File: config.mk
export PLATFORM = sky130hd
export DESIGN_NAME = systolic_seq_ctrl
export DESIGN_NICKNAME = d
export VERILOG_FILES = /design/src/rtl/systolic_seq_ctrl.sv
export SDC_FILE = /design/constraint.sdc
export NUM_CORES = 1
export LEC_CHECK = 0
export CAP_MARGIN = 20
export CORE_MARGIN = 2
export CORE_UTILIZATION = 30
export DETAILED_ROUTE_END_ITERATION = 7
export PLACE_DENSITY = 0.67
export SYNTH_ARGS = -nofsm -noshare
export SYNTH_HDL_FRONTEND = slang
export SYNTH_SLANG_ARGS = --single-unit
File: constraint.sdc
create_clock -name clk -period 6.93 [get_ports clk]
set_input_delay 1.0395 -clock clk [delete_from_list [all_inputs] [get_ports clk]]
set_output_delay 1.0395 -clock clk [all_outputs]
set_load 0.01 [all_outputs]
File: src/rtl/systolic_seq_ctrl.sv
// systolic_seq_ctrl: job sequencer for an NxN output-stationary systolic array.
// A job clears the accumulators, loads N weight rows (bottom row first),
// streams num_vec activation vectors with per-lane diagonal skew, then
// waits out the array drain and pulses done.
// Optional feature macro: SYSTOLIC_WREUSE_EN (adds reuse_w to skip the weight
// load when the array already holds weights from an earlier job).
module systolic_seq_ctrl #(
  parameter int N         = 4,
  parameter int DW        = 8,
  parameter int DRAIN_CYC = 12
) (
  input  logic                 clk,
  input  logic                 reset,
  input  logic                 start,
  input  logic [7:0]           num_vec,
`ifdef SYSTOLIC_WREUSE_EN
  input  logic                 reuse_w,
`endif
  output logic                 busy,
  output logic                 done,
  output logic                 array_clr,
  output logic                 w_rd_en,
  output logic [$clog2(N)-1:0] w_rd_addr,
  input  logic [N*DW-1:0]      w_rd_data,
  output logic                 d_rd_en,
  output logic [7:0]           d_rd_addr,
  input  logic [N*DW-1:0]      d_rd_data,
  output logic [N*DW-1:0]      weightin,
  output logic                 weight_load,
  output logic [N*DW-1:0]      datain
);

  localparam int AW = $clog2(N);
  // One counter serves WLOAD, STREAM and DRAIN; it must hold 0..254 and
  // 0..DRAIN_CYC-1.
  localparam int CW = ($clog2(DRAIN_CYC + 1) > 8) ? $clog2(DRAIN_CYC + 1) : 8;

  typedef enum logic [2:0] {
    S_IDLE,
    S_CLR,
    S_WLOAD,
    S_STREAM,
    S_DRAIN,
    S_DONE
  } state_e;

  state_e          state_q, state_d;
  logic [CW-1:0]   cnt_q, cnt_d;
  logic [7:0]      nv_q, nv_d;
  logic            reuse_q, reuse_d;
  logic            have_w_q, have_w_d;
  logic            reuse_req;

`ifdef SYSTOLIC_WREUSE_EN
  assign reuse_req = reuse_w;
`else
  assign reuse_req = 1'b0;
`endif

  // Control state registers
  always_ff @(posedge clk or negedge reset) begin
    if (!reset) begin
      state_q  <= S_IDLE;
      cnt_q    <= '0;
      nv_q     <= '0;
      reuse_q  <= 1'b0;
      have_w_q <= 1'b0;
    end else begin
      state_q  <= state_d;
      cnt_q    <= cnt_d;
      nv_q     <= nv_d;
      reuse_q  <= reuse_d;
      have_w_q <= have_w_d;
    end
  end

  // Next-state and memory-request decode
  always_comb begin
    state_d   = state_q;
    cnt_d     = cnt_q;
    nv_d      = nv_q;
    reuse_d   = reuse_q;
    have_w_d  = have_w_q;
    busy      = (state_q != S_IDLE);
    done      = 1'b0;
    array_clr = 1'b0;
    w_rd_en   = 1'b0;
    w_rd_addr = '0;
    d_rd_en   = 1'b0;
    d_rd_addr = '0;
    case (state_q)
      S_IDLE: begin
        if (start) begin
          nv_d    = num_vec;
          // Reuse is only honoured once a full weight load has completed.
          reuse_d = reuse_req & have_w_q;
          cnt_d   = '0;
          state_d = S_CLR;
        end
      end
      S_CLR: begin
        array_clr = 1'b1;
        cnt_d     = '0;
        if (reuse_q) begin
          state_d = (nv_q == 8'd0) ? S_DRAIN : S_STREAM;
        end else begin
          state_d = S_WLOAD;
        end
      end
      S_WLOAD: begin
        w_rd_en   = 1'b1;
        w_rd_addr = AW'(N - 1) - cnt_q[AW-1:0];
        if (cnt_q == CW'(N - 1)) begin
          cnt_d    = '0;
          have_w_d = 1'b1;
          state_d  = (nv_q == 8'd0) ? S_DRAIN : S_STREAM;
        end else begin
          cnt_d = cnt_q + 1'b1;
        end
      end
      S_STREAM: begin
        d_rd_en   = 1'b1;
        d_rd_addr = cnt_q[7:0];
        // Compare against count+1 so num_vec=255 ends at address 254
        // without the counter wrapping.
        if ((cnt_q + 1'b1) == CW'(nv_q)) begin
          cnt_d   = '0;
          state_d = S_DRAIN;
        end else begin
          cnt_d = cnt_q + 1'b1;
        end
      end
      S_DRAIN: begin
        if (cnt_q == CW'(DRAIN_CYC - 1)) begin
          cnt_d   = '0;
          state_d = S_DONE;
        end else begin
          cnt_d = cnt_q + 1'b1;
        end
      end
      S_DONE: begin
        done    = 1'b1;
        state_d = S_IDLE;
      end
      default: begin
        state_d = S_IDLE;
      end
    endcase
  end

  // Weight path: read data arrives one cycle after w_rd_en, then registered
  logic            w_vld_q;
  logic [N*DW-1:0] weightin_q;
  logic            weight_load_q;

  // Delay read enable and register the returned row (zero when not valid)
  always_ff @(posedge clk or negedge reset) begin
    if (!reset) begin
      w_vld_q       <= 1'b0;
      weight_load_q <= 1'b0;
      weightin_q    <= '0;
    end else begin
      w_vld_q       <= w_rd_en;
      weight_load_q <= w_vld_q;
      weightin_q    <= w_vld_q ? w_rd_data : '0;
    end
  end

  assign weightin    = weightin_q;
  assign weight_load = weight_load_q;

  // Activation path: gate unused slots to zero, then skew lane k by k cycles
  logic            d_vld_q;
  logic [N*DW-1:0] skew_in;

  // Track which cycles carry valid activation data
  always_ff @(posedge clk or negedge reset) begin
    if (!reset) begin
      d_vld_q <= 1'b0;
    end else begin
      d_vld_q <= d_rd_en;
    end
  end

  assign skew_in = d_vld_q ? d_rd_data : '0;

  genvar gi;
  generate
    for (gi = 0; gi < N; gi++) begin : g_lane
      logic [DW-1:0] lane_q;
      if (gi == 0) begin : g_direct
        // Lane 0 has no skew stages, only the output register
        always_ff @(posedge clk or negedge reset) begin
          if (!reset) begin
            lane_q <= '0;
          end else begin
            lane_q <= skew_in[0 +: DW];
          end
        end
      end else begin : g_skew
        logic [DW-1:0] sr_q [gi];
        // Shift every cycle regardless of state so zeros flush the chain
        always_ff @(posedge clk or negedge reset) begin
          if (!reset) begin
            for (int j = 0; j < gi; j++) begin
              sr_q[j] <= '0;
            end
            lane_q <= '0;
          end else begin
            sr_q[0] <= skew_in[gi*DW +: DW];
            for (int j = 1; j < gi; j++) begin
              sr_q[j] <= sr_q[j-1];
            end
            lane_q <= sr_q[gi-1];
          end
        end
      end
      assign datain[gi*DW +: DW] = lane_q;
    end
  endgenerate

endmodule

======== Word level (Yosys, flattened, before mapping) ========
Cells that the tools add are included.
storage, ports and cells
  flip-flop bits (word level) ............. 134
  bits in latches ......................... 0
  memory bits (writable) .................. 0
  bits in read-only memories .............. 0
  input port bits ......................... 75
  memories kept ........................... 0
operators by class
  add/sub/neg operators ................... 2
  multipliers ............................. 0
  divide/modulo/power cells ............... 0
  magnitude comparators ................... 0
  equal/unequal tests ..................... 12
  shifts and indexed selects .............. 0
  multiplexer cells ....................... 19
  bitwise gates (word level) .............. 0
  reduce and logical (&&, ||, !) cells .... 7
operators by type and width
  kind                   count
  $mux W32               2
  $mux W8                5
  $pmux W8 S5            1
  $mux W3                5
  $pmux W3 S5            1
  $add A8 B1 Y8 const B  1
  $eq A8 B2 Y1 const B   1
  $eq A8 B4 Y1 const B   1
  $eq A8 B8 Y1           1
  $logic_not A8 Y1       1
  $ne A2 B2 Y1 const B   4
  $eq A3 B2 Y1 const B   2
  $eq A3 B3 Y1 const B   2
  $reduce_bool A5 Y1     1
  $mux W1                4
  $reduce_and A2 Y1      2
  $reduce_and A4 Y1      1
  $eq A3 B1 Y1 const B   1
  $logic_not A3 Y1       1
  $reduce_bool A3 Y1     1
  $mux W2                1
  $sub A2 B2 Y2 const A  1

======== Depth between registers and ports, before layout ========
  word-level depth ........................ 4
  gate-level depth with buffers ........... 7
  depth with buffers taken out ............ 7

======== Worst setup path before layout ========
OpenSTA, ideal clock, no wires.
  kind .................................... reg-to-reg
  from .................................... reg cnt_q[0]
  to ...................................... reg state_q[0]
  library setup time ...................... 123 ps
  data arrival time ....................... 2056 ps
  path slack .............................. 4751 ps
  stages on the path, launching flop included .. 8
  path buffers ............................ 0
  clock period less this slack ............ 2179 ps
  cell sequence ........................... dfrtp_1 -> ha_1 -> and3_2 -> xnor2_1 -> a211oi_1 -> o2111ai_4 -> and2_4 -> o221a_1
between the ends
  longest elaborated chain between the ends .. 4
  elaborated cells on any way between the ends .. 8
ends and longest elaborated chain
  item                           line  RTL
  start, declared                48    logic [CW-1:0] cnt_q, cnt_d;
  start signal, assigned         70    cnt_q <= cnt_d;
  $add A8 B1 Y8                  126   if ((cnt_q + 1'b1) == CW'(nv_q)) begin
  $eq A8 B8 Y1                   126
  $ne A2 B2 Y1 (no line)         n/a
  $reduce_and A4 Y1 (no line) *  n/a
  end signal, assigned           69    state_q <= state_d;
  end, declared                  47    state_e state_q, state_d;
Every way passes the cells marked *; elsewhere a longest branch is shown, timed or not.
A chain may end at the register's enable or synchronous reset.

======== Worst setup path in the final report ========
  from .................................... reg state_q[0]
  to ...................................... out d_rd_en
between the ends
  longest elaborated chain between the ends .. 2
ends and longest elaborated chain
  item           line  RTL
  $eq A3 B2 Y1   91    case (state_q)
  $mux W1        91
  end, declared  25    output logic d_rd_en,
Every way passes these cells.

==> results.cfg <==
[synthesis]
yosys_warnings = 0
ys_ff_latch = 134
syn_area_per_cell_sq_um = 14.1
synth.cell_area_sq_um = 4700
synth_edf_count = 0
synth-main-ff-cell = dfrtp_1
async_reset_ff_share_pct = 100
synth_cell_types = 43
synth_top_area_share_pct = 71.4
synth_seq_area_share_pct = 71.4
synthCells = 332
syn_nets = 408
synth.largest_area_cell = dfrtp_1
yosys-top-cells-area = dfrtp_1 71%, and2_1 8.5%, mux2_2 1.9%, xnor2_1 1.7%, nand2_1 1.5%

[clock_tree]
clk_pin_slew_ns = 0.06
cts_tree = yes
cts_root_buffer = clkbuf_16
clock_path_buffers = 2
ctsHoldBuffers = 0
cts_sinks = 134
post_cts_resize_count = 0
cts-buffers-inserted = 17
htreeDepth = 4
clock_latency_ns = 0.41
postCtsSetupRepairBufs = 0

[finish]
final_nets = 568
fin_cells = 716
area_growth_pct = 48.9
diodes = 0
drive_gt1_share_pct = 10.7

[routing]
drt_iter0_markers = 138
routed_wl_microns = 10200
drt_pass1_iterations = 4
viasPerCell = 4.33
drc = 0
wl_per_cell_microns = 14.2
vias = 3098
ant_nets = 0

[worst_setup_path]
rrSetupSlack_ns = 4.36
rr_endpoint = state_q[0]$_DFFE_PN0P_
r2r_cells = 7
endpoint_kind = output pin
crit_type = reg2out
startpoint_type = flop
r2r_start = cnt_q[0]$_DFFE_PN0P_
cp.arrival_ns = 2.48
crit_fanout = 19
crit_required_ns = 5.89

[sta]
slew_headroom_pct = 38.0
rsz0062_at_grt = no
post-route-min-period_ns = 3.52
setup_viol = 0
hold_violations = 0
fmax_ghz = 0.284
post-route-period-util_pct = 50.8
fin_worst_skew_ns = 0.00607
fin_ws_ns = 3.41
worst_pin_slew_ns = 0.929
setup-tns-final_ns = 0
drv_slew = 0

[run_status]
status = complete, no violations

[floorplan]
core_sq_um = 15300
fp.dieH_microns = 129
die_x_microns = 129
start_util_pct = 30.8
rows = 45
ios = 155
dieArea_sq_um = 16700

[worst_hold_path]
hold_path_class = reg2reg
min_from = g_lane[3].g_skew.sr_q[12]$_DFF_PN0_
hold_depth = 0
min_to = g_lane[3].g_skew.sr_q[4]$_DFF_PN0_

[global_route]
gr-total-overflow = 0
grt_max_degree = 84
grt_pass1_wl_microns = 16200
antenna_found_initial = 0
track_usage_pct = 12.8
first_global_vias = 3118

[flow_run]
cap_violations = 0

[pwr]
leakage_nw = 3.12
peakVddDrop_mv = 0.177
p_per_area_nw_per_um2 = 397
total_power_w = 0.00278

[placement]
post-place-ws_ns = 3.88
io_buffers = 154
place_hpwl_microns = 7110
placed_cells = 683
gp_congestion = 0.791
worst max-delay path by stage:
stage	from	end	slack [ns]	cells past startpoint
after floorplan	cnt_q[0]$_DFFE_PN0P_	state_q[0]$_DFFE_PN0P_	4.75	7
after global placement	state_q[0]$_DFFE_PN0P_	d_rd_en	3.97	3
after detailed placement	state_q[0]$_DFFE_PN0P_	d_rd_en	3.88	3
after CTS	state_q[0]$_DFFE_PN0P_	d_rd_en	3.40	3
after global routing	state_q[0]$_DFFE_PN0P_	d_rd_en	3.30	3
final	state_q[0]$_DFFE_PN0P_	d_rd_en	3.41	3
cell usage after synthesis (all sizes together), types with 2 or more instances:
cell type	count
o21ai	10
and3	9
o21bai	2
a21o	2
a41oi	3
clkbuf	8
inv	7
mux2	8
nor2	6
xor2	2
a31oi	5
nor2b	2
dfrtp	134
xnor2	10
and2	65
nor4	4
nor3	5
nand2	19
nand3	4
buf	7
o31ai	6
a211oi	2
metrics by stage:
step | util [%] | area (sq um) | hold WS [ns]
2_1_floorplan | - | 4700 | 0.331
3_3_place_gp | 42.0 | 6410 | 0.332
3_5_place_dp | 42.0 | 6410 | 0.335
4_1_cts | 45.7 | 6970 | 0.344
5_1_grt | 45.8 | 7000 | 0.348
6_report | 45.8 | 7000 | 0.343
worst max-delay path, stage by stage (launching register included):
cell and delay, ns:
dfrtp_1 0.69, nand2_1 0.22, nor2_1 0.50, clkdlybuf4s50_1 0.66
area by class of cell:
class / instances / area, sq um
Clock inverter: 15 / 134
Clock buffer: 17 / 425
Timing Repair Buffer: 156 / 1580
Multi-Input combinational cell: 176 / 1210
Sequential cell: 134 / 3350
Tap cell: 211 / 264
Inverter: 7 / 26.3
Fill cell: 1342 / 8260
layer usage:
layer  wire length (microns)  up-vias  track usage (%)
li1                        -     1418                -
met3                     747       23             4.71
met1                    4110     1514             15.4
met2                    5100      143             20.7
met5                       0        -                0
met4                     223        0             5.56
kinds of logic (layout without fill, tap and decap cells):
| logic type | after synthesis | count (layout) | share of synthesized area (%) |
|---|---|---|---|
| and+or+nand+nor | 117 | 117 | 14.8 |
| muxes | 9 | 9 | 2.13 |
| DFF | 134 | 134 | 71.4 |
| AOI/OAI and AO/OA | 37 | 37 | 6.05 |
| buffers and inverters | 22 | 195 | 2.74 |
| adders and majority gates | 1 | 1 | 0.266 |
| xor gates and xnor gates | 12 | 12 | 2.64 |
sequential cells by signal, summed over array words and instances (netlist names):
register            count
g_lane.g_skew.sr_q     48
weightin               32
w_vld_q                 1
nv_q                    8
weight_load             1
d_vld_q                 1
cnt_q                   8
state_q                 3
g_lane.lane_q          32
where the power goes:
group | switching [W] | internal [W] | leakage (nW)
clock network | 0.000365 | 0.000472 | 0.264
logic | 0.000352 | 0.000430 | 1.07
registers | 0.000161 | 0.000995 | 1.78
total | 0.000878 | 0.00190 | 3.12
placed cells by master, fill, tap and decap left out, types with 3 or more instances in the layout:
cell and n:
inv_1 7, clkinvlp_4 4, o21ai_1 3, clkbuf_16 17, and2_1 64, nand2_1 19
clkdlybuf4s50_1 153, and3_1 7, nor3_1 4, o21ai_0 7, mux2_2 8, a31oi_1 5
xnor2_1 9, nor4_1 3, dfrtp_1 134, o31ai_1 6, inv_8 3, nor2_1 6
inv_6 6, nand3_1 3, a41oi_1 3
Power figures use the tool's default switching activity.
